`src/rtl/fixed_point_iter_ctrl.sv`:
```
// Bounded fixed-point sequencer for x(t+1)=f(x(t)) with an external function unit (req/ack).
// Define FPC_CYCLE2_DETECT_EN to also stop on period-2 oscillation (x(t+1)==x(t-1)).
module fixed_point_iter_ctrl #(
    parameter int W        = 8,
    parameter int MAX_ITER = 255,
    parameter int CNT_W    = 8
) (
    input  logic             clk,
    input  logic             rst,
    input  logic             start,
    input  logic             abort,
    input  logic [W-1:0]     seed,
    output logic             busy,
    output logic             done,
    output logic             converged,
    output logic             timeout,
    output logic             cycle2,
    output logic [W-1:0]     result,
    output logic [CNT_W-1:0] iter_count,
    output logic             f_req,
    output logic [W-1:0]     f_arg,
    input  logic             f_ack,
    input  logic [W-1:0]     f_res
);

    typedef enum logic [1:0] {S_IDLE, S_ISSUE, S_WAIT, S_DONE} state_t;

    localparam logic [CNT_W-1:0] MAX_CNT = CNT_W'(MAX_ITER);

    state_t           state_q, state_d;
    logic [W-1:0]     x_q, x_d;
    logic [W-1:0]     result_q, result_d;
    logic [CNT_W-1:0] iter_count_q, iter_count_d;
    logic             converged_q, converged_d;
    logic             timeout_q, timeout_d;
    logic             cycle2_q, cycle2_d;

    logic [CNT_W-1:0] cnt_inc;
    logic             ack_take;
    logic             hit_conv;
    logic             hit_cyc2;
    logic             hit_tmo;

    assign cnt_inc  = iter_count_q + 1'b1;
    assign ack_take = (state_q == S_WAIT) && !abort && f_ack;
    assign hit_conv = (f_res == x_q);
    assign hit_tmo  = (cnt_inc == MAX_CNT);

`ifdef FPC_CYCLE2_DETECT_EN
    logic [W-1:0] xprev_q, xprev_d;
    logic         prev_valid_q, prev_valid_d;

    assign hit_cyc2 = prev_valid_q && (f_res == xprev_q);

    always_ff @(posedge clk) begin
        if (rst) begin
            xprev_q      <= '0;
            prev_valid_q <= 1'b0;
        end else begin
            xprev_q      <= xprev_d;
            prev_valid_q <= prev_valid_d;
        end
    end

    always_comb begin
        xprev_d      = xprev_q;
        prev_valid_d = prev_valid_q;
        if (state_q == S_IDLE && start) begin
            prev_valid_d = 1'b0;
        end else if (ack_take && !hit_conv && !hit_tmo) begin
            xprev_d      = x_q;
            prev_valid_d = 1'b1;
        end
    end
`else
    assign hit_cyc2 = 1'b0;
`endif

    always_ff @(posedge clk) begin
        if (rst) begin
            state_q      <= S_IDLE;
            x_q          <= '0;
            result_q     <= '0;
            iter_count_q <= '0;
            converged_q  <= 1'b0;
            timeout_q    <= 1'b0;
            cycle2_q     <= 1'b0;
        end else begin
            state_q      <= state_d;
            x_q          <= x_d;
            result_q     <= result_d;
            iter_count_q <= iter_count_d;
            converged_q  <= converged_d;
            timeout_q    <= timeout_d;
            cycle2_q     <= cycle2_d;
        end
    end

    // abort outranks f_ack, so WAIT checks it before looking at the ack
    always_comb begin
        state_d = state_q;
        case (state_q)
            S_IDLE:  if (start) state_d = S_ISSUE;
            S_ISSUE: state_d = abort ? S_IDLE : S_WAIT;
            S_WAIT: begin
                if (abort) begin
                    state_d = S_IDLE;
                end else if (f_ack) begin
                    state_d = (hit_conv || hit_cyc2 || hit_tmo) ? S_DONE : S_ISSUE;
                end
            end
            S_DONE:  state_d = S_IDLE;
            default: state_d = S_IDLE;
        endcase
    end

    always_comb begin
        x_d          = x_q;
        result_d     = result_q;
        iter_count_d = iter_count_q;
        converged_d  = converged_q;
        timeout_d    = timeout_q;
        cycle2_d     = cycle2_q;
        if (state_q == S_IDLE && start) begin
            x_d          = seed;
            iter_count_d = '0;
            converged_d  = 1'b0;
            timeout_d    = 1'b0;
            cycle2_d     = 1'b0;
        end else if (ack_take) begin
            iter_count_d = cnt_inc;
            if (hit_conv) begin
                converged_d = 1'b1;
                result_d    = x_q;
            end else if (hit_cyc2) begin
                cycle2_d = 1'b1;
                result_d = f_res;
            end else if (hit_tmo) begin
                timeout_d = 1'b1;
                result_d  = f_res;
            end else begin
                x_d = f_res;
            end
        end
    end

    always_comb begin
        busy       = (state_q == S_ISSUE) || (state_q == S_WAIT);
        done       = (state_q == S_DONE);
        f_req      = (state_q == S_ISSUE);
        f_arg      = x_q;
        converged  = converged_q;
        timeout    = timeout_q;
        result     = result_q;
        iter_count = iter_count_q;
`ifdef FPC_CYCLE2_DETECT_EN
        cycle2     = cycle2_q;
`else
        cycle2     = 1'b0;
`endif
    end

endmodule

```
`config.mk`:
```
export PLATFORM = sky130hd
export DESIGN_NAME = fixed_point_iter_ctrl
export DESIGN_NICKNAME = d
export VERILOG_FILES = /design/src/rtl/fixed_point_iter_ctrl.sv
export SDC_FILE = /design/constraint.sdc
export NUM_CORES = 1
export LEC_CHECK = 0
export ABC_AREA = 1
export BUFFER_PORTS_ARGS = -buffer_cell sky130_fd_sc_hd__buf_2
export CORE_MARGIN = 1
export CORE_UTILIZATION = 50
export DETAILED_ROUTE_END_ITERATION = 6
export PLACE_DENSITY = 0.9
export SLEW_MARGIN = 20
export SYNTH_ARGS = -nofsm -noshare
export SYNTH_HDL_FRONTEND = slang
export SYNTH_SLANG_ARGS = --single-unit
```
`constraint.sdc`:
```
create_clock -name clk -period 3.4 [get_ports clk]
set_input_delay 0.17 -clock clk [delete_from_list [all_inputs] [get_ports clk]]
set_output_delay 0.17 -clock clk [all_outputs]
set_load 0.01 [all_outputs]
```
# Word level (Yosys, flattened, before mapping)
# Cells that the tools add are included.
# W data, S select, Z words.
# word_totals
reg_bits,28
out_inout_bits,30
word_cells,45
# op_classes
addsub,1
n_eq_ne,9
n_mux,12
n_bitwise,2
n_reduce_logical,15
# ops
op,count
$mux W8,6
$mux W2,5
$reduce_and A3 Y1,3
$add A8 B1 Y8 const B,1
$eq A8 B8 Y1,1
$eq A8 B8 Y1 const B,1
$pmux W2 S4,1
$eq A2 B2 Y1 const B,2
$ne A2 B1 Y1 const B,2
$reduce_and A2 Y1,2
$reduce_bool A2 Y1,2
$logic_and A1 B1 Y1,3
$ne A3 B3 Y1 const B,1
$eq A2 B1 Y1 const B,1
$logic_not A2 Y1,1
$logic_or A1 B1 Y1,2
$ne A2 B2 Y1 const B,1
$not A1 Y1,2
$reduce_or A2 Y1,1
$logic_not A1 Y1,1

# Longest topological paths before layout
# depth
ltp_word,7
ltp_mapped,13
depth_no_buf,13

# Worst setup path after synthesis
# OpenSTA, ideal clock, no wires.
# synth_path
path_kind,register to register
start,register iter_count_q[1] (netlist: iter_count[1])
end,register result_q[1] (netlist: result[1])
setup_time_ps,115
t_arrival_ps,1561
t_required_ps,3285
path_slack_ps,1725
stages_incl_launch_ff,11
period_less_slack_ps,1675
cell_sequence,dfxtp_1 > ha_1 > nand3_2 > o21bai_1 > nand2_1 > nor2_4 > nand2_4 > nand2_4 > nand2_4 > o21ai_1 > nor2_1
# synth_via
elab_chain_cells,4
# synth_lines
element,line_no,rtl
"start, declared",33,"logic [CNT_W-1:0] iter_count_q, iter_count_d;"
"start signal, assigned",92,iter_count_q <= iter_count_d;
$add A8 B1 Y8,44,assign cnt_inc = iter_count_q + 1'b1;
$eq A8 B8 Y1,47,assign hit_tmo = (cnt_inc == MAX_CNT);
$reduce_bool A2 Y1 (no source line),--,
$reduce_and A3 Y1 (no source line),--,
"end signal, assigned",91,result_q <= result_d;
"end, declared",32,"logic [W-1:0] result_q, result_d;"
# Every way passes these cells.
# A chain may end at the register's enable or synchronous reset.

# Final worst setup path
# layout_path
start,register state_q[1]
end,register iter_count_q[3] (netlist: iter_count[3])
# layout_via
elab_chain_cells,3
word_cells_on_any_way,6
classes_between,eq/ne: 1; reduce/logical: 5
# layout_lines
element,line_no,rtl
"start, declared",30,"state_t state_q, state_d;"
"start signal, assigned",89,state_q <= state_d;
$eq A2 B2 Y1 or $logic_not A2 Y1 (tied branches),"45, 124",
"$logic_and A1 B1 Y1, on equally long branches","45, 124",
$logic_and A1 B1 Y1 or $reduce_or A2 Y1 (tied branches),--,
# Several ways; a longest one is shown, not always the timed one.

==> summary.txt <==
Logic synthesis
  • Yosys reg bits: 28
  • Seq/Total Area, Yosys: 34.0%
  • Post-Synth Simple-Gate Area: 38.2%
  • Cell taking the most area after synthesis: dfxtp_1
  • Main synth FF type: dfxtp_1
  • Synth warn: 0
  • Post-Syn Area: 0.00165 mm²
  • Avg Synthesized Cell Area: 6.78 µm²
  • Largest family of logic cells by synthesized area: simple AND/OR/NAND/NOR gates
  • Post-synthesis adder-cell area fraction: 5.32%
  • Post-Syn Instances: 243
  • Multiplexer area fraction after synthesis: 0%
  • Syn_nets: 271
  • Post-Synth XOR/XNOR Area: 2.13%
  • Ys async rst share: 0%
  • Most frequent cell after synthesis: nand2_1
  • Synth unique cells: 33
  • Yosys top cell area share: 34.0%
  • Post-synth EDFFs: 0
  • Top cells by count, synth: nand2_1, nor2_1, inv_1
  • Largest cells by area after synthesis: dfxtp_1, nand2_1, nor2_1
  • Synth Area in Compound Gates: 11.3%

Drt
  • DRC viols: 0
  • DR vias/cell: 4.83
  • DR pass1 iterations: 4
  • Total Routed Length: 3.58 mm
  • Via count: 1613
  • Starting DRC count in detailed routing: 69
  • Routed Antenna Nets: 0
  • DR WL/cell: 10.7 µm

Power and ir drop
  • PwrDens: 314 mW/mm²
  • Lkg Pwr: 1.07 nW
  • Power Total: 0.610 mW
  • Peak VDD IR: 0.188 mV

Die
  • Cell Rows: 20
  • Area of the die: 0.00353 mm²
  • Die width: 59.4 µm
  • Io pins: 51
  • Area of the core: 0.00308 mm²
  • Starting Density: 53.5%
  • Die Span Y: 59.4 µm

Clocking
  • Post-CTS setup buffer count: 0
  • TritonCTS clock tree: done
  • Clock sinks: 28
  • CTS Buf Count: 3
  • CTS resizes: 0
  • CTS Buffer Depth: 2
  • Hold_buf cts: 0
  • H-tree levels: 1
  • Clock latency on the worst-skew pair: 320 ps
  • CTS root buf: clkbuf_4
  • Clock-pin slew on the worst setup and hold paths: 140 ps

Timing
  • Setup TNS: 0 ps
  • Final setup viols: 0
  • Final Cycle Share: 68.9%
  • WHS: 56.3 ps
  • Endpoints failing hold: 0
  • Max-slew violations: 0
  • Fin crit period: 2340 ps
  • Maximum clock rate: 427 MHz
  • Setup repair after global routing missed its margin: false
  • Clk_skew: 4.32 ps

Finish
  • Nets: 320
  • Diodes inserted: 0
  • Area Growth Syn to Fin: 18.2%
  • Non-filler instance count after layout: 334
  • Core Util, Final: 63.2%
  • Share of cells above drive strength 1: 23.8%
  • Fillers: 283

Run
  • Max-cap violations: 0

Critical path
  • Critical path arrival: 2610 ps
  • CP Capture Type: flip-flop
  • Type of origin of the critical path: flip-flop
  • Largest fanout on the critical path: 15
  • Reg2Reg Launch Point: state_q[1]
  • FF-to-FF End: iter_count[3]
  • R2R cell count: 9
  • Kind of critical path: reg -> reg
  • Worst EP required: 3670 ps
  • R2r setup slk: 1060 ps
  • Critical Path Source: state_q[1]

Worst hold path
  • Hold Path Class: in -> reg
  • Hold Path Cell Cnt: 2
  • Hold_sp: rst
  • Worst Hold Path EP: state_q[1]

Placed design
  • Placed insts: 331
  • GPL Wtd Cong: 0.846
  • I/O Buffers: 49
  • Detail Placement HPWL: 2.87 mm

Global routing
  • Largest net degree at the start of global routing: 17
  • Grt total ovfl: 0
  • Initial antenna violation count: 0
  • Gr usage total: 22.4%
  • Via count of the first global-routing pass: 1489
  • First-pass GRT wire length: 6.21 mm

Run status
  • Status: finished, final reports clean
[cells in the final DEF (no fill, tap or decap), types with 2 or more instances in the layout]
cell | netlist | routed
nand2_4 | 4 | 4
nand3_2 | 2 | 2
buf_2 | 1 | 49
a21oi_1 | 6 | 6
nand3_1 | 6 | 6
ha_1 | 7 | 7
nand3b_1 | 4 | 4
o21ai_0 | 7 | 7
nor2_4 | 2 | 2
o211ai_1 | 3 | 3
nand2_2 | 4 | 4
nand4_1 | 4 | 4
nand2_1 | 64 | 64
clkbuf_4 | 0 | 3
xnor2_1 | 4 | 4
inv_1 | 30 | 30
o21ai_1 | 7 | 7
dfxtp_1 | 28 | 28
nor2_1 | 44 | 44
[worst max-delay path, stage by stage, from the launching register on]
cell and delay, ps:
dfxtp_1 410, inv_1 100, ha_1 200, nand2_1 380, inv_1 370, nor2_1 470
inv_2 100, a21oi_1 120, o21ai_1 80, inv_1 70
[where the power goes]
part / total, mW / internal [mW] / switching [mW]
logic: 0.129 / 0.0518 / 0.0772
clock network: 0.130 / 0.0415 / 0.0883
registers: 0.352 / 0.341 / 0.0108
[worst max-delay path by stage]
stage	endpoint	slack, ps
CTS	iter_count[3]	1090
detailed placement	iter_count[4]	1110
global route	iter_count[3]	820
global placement	iter_count[3]	1260
finish	iter_count[3]	1060
floorplan	result[1]	1720
[logic make-up after synthesis]
| kind of cell | after synthesis |
|---|---|
| AO/OA/AOI/OAI | 30 |
| other | 1 |
| flip-flops | 28 |
| XOR/XNOR | 4 |
| AND/OR/NAND/NOR | 136 |
| adder cells (fa/ha/maj) | 7 |
| buffers and inverters | 37 |
[layout make-up]
class                      instances  area [µm²]  area share (%)
inverter                          32         120            6.17
sequential                        28         561            28.8
multi-input combinational        178         942            48.4
tap                               44        55.1            2.83
clock buffer                       3        22.5            1.16
timing repair buffer              49         245            12.6
[registers in the layout, summed over array words and instances, names as in the netlist]
name / flops
timeout: 1
converged: 1
iter_count: 8
result: 8
state_q: 2
f_arg: 8
[stage by stage]
| stage | setup slack, ps | area (µm²) |
|---|---|---|
| after floorplan | 1720 | 1650 |
| after global placement | 1260 | 1920 |
| after detailed placement | 1110 | 1920 |
| after CTS | 1090 | 1950 |
| after global routing | 824 | 1950 |
| final | 1060 | 1950 |
[routing by layer]
metal	track usage (%)	share of wire [%]	vias up
li1	-	-	856
met1	30.6	48	711
met2	38.0	47	42
met3	2.40	3.7	4
met4	4.76	0.92	0
met5	0	0	-
No activity file was read; power rests on OpenSTA's default activity.
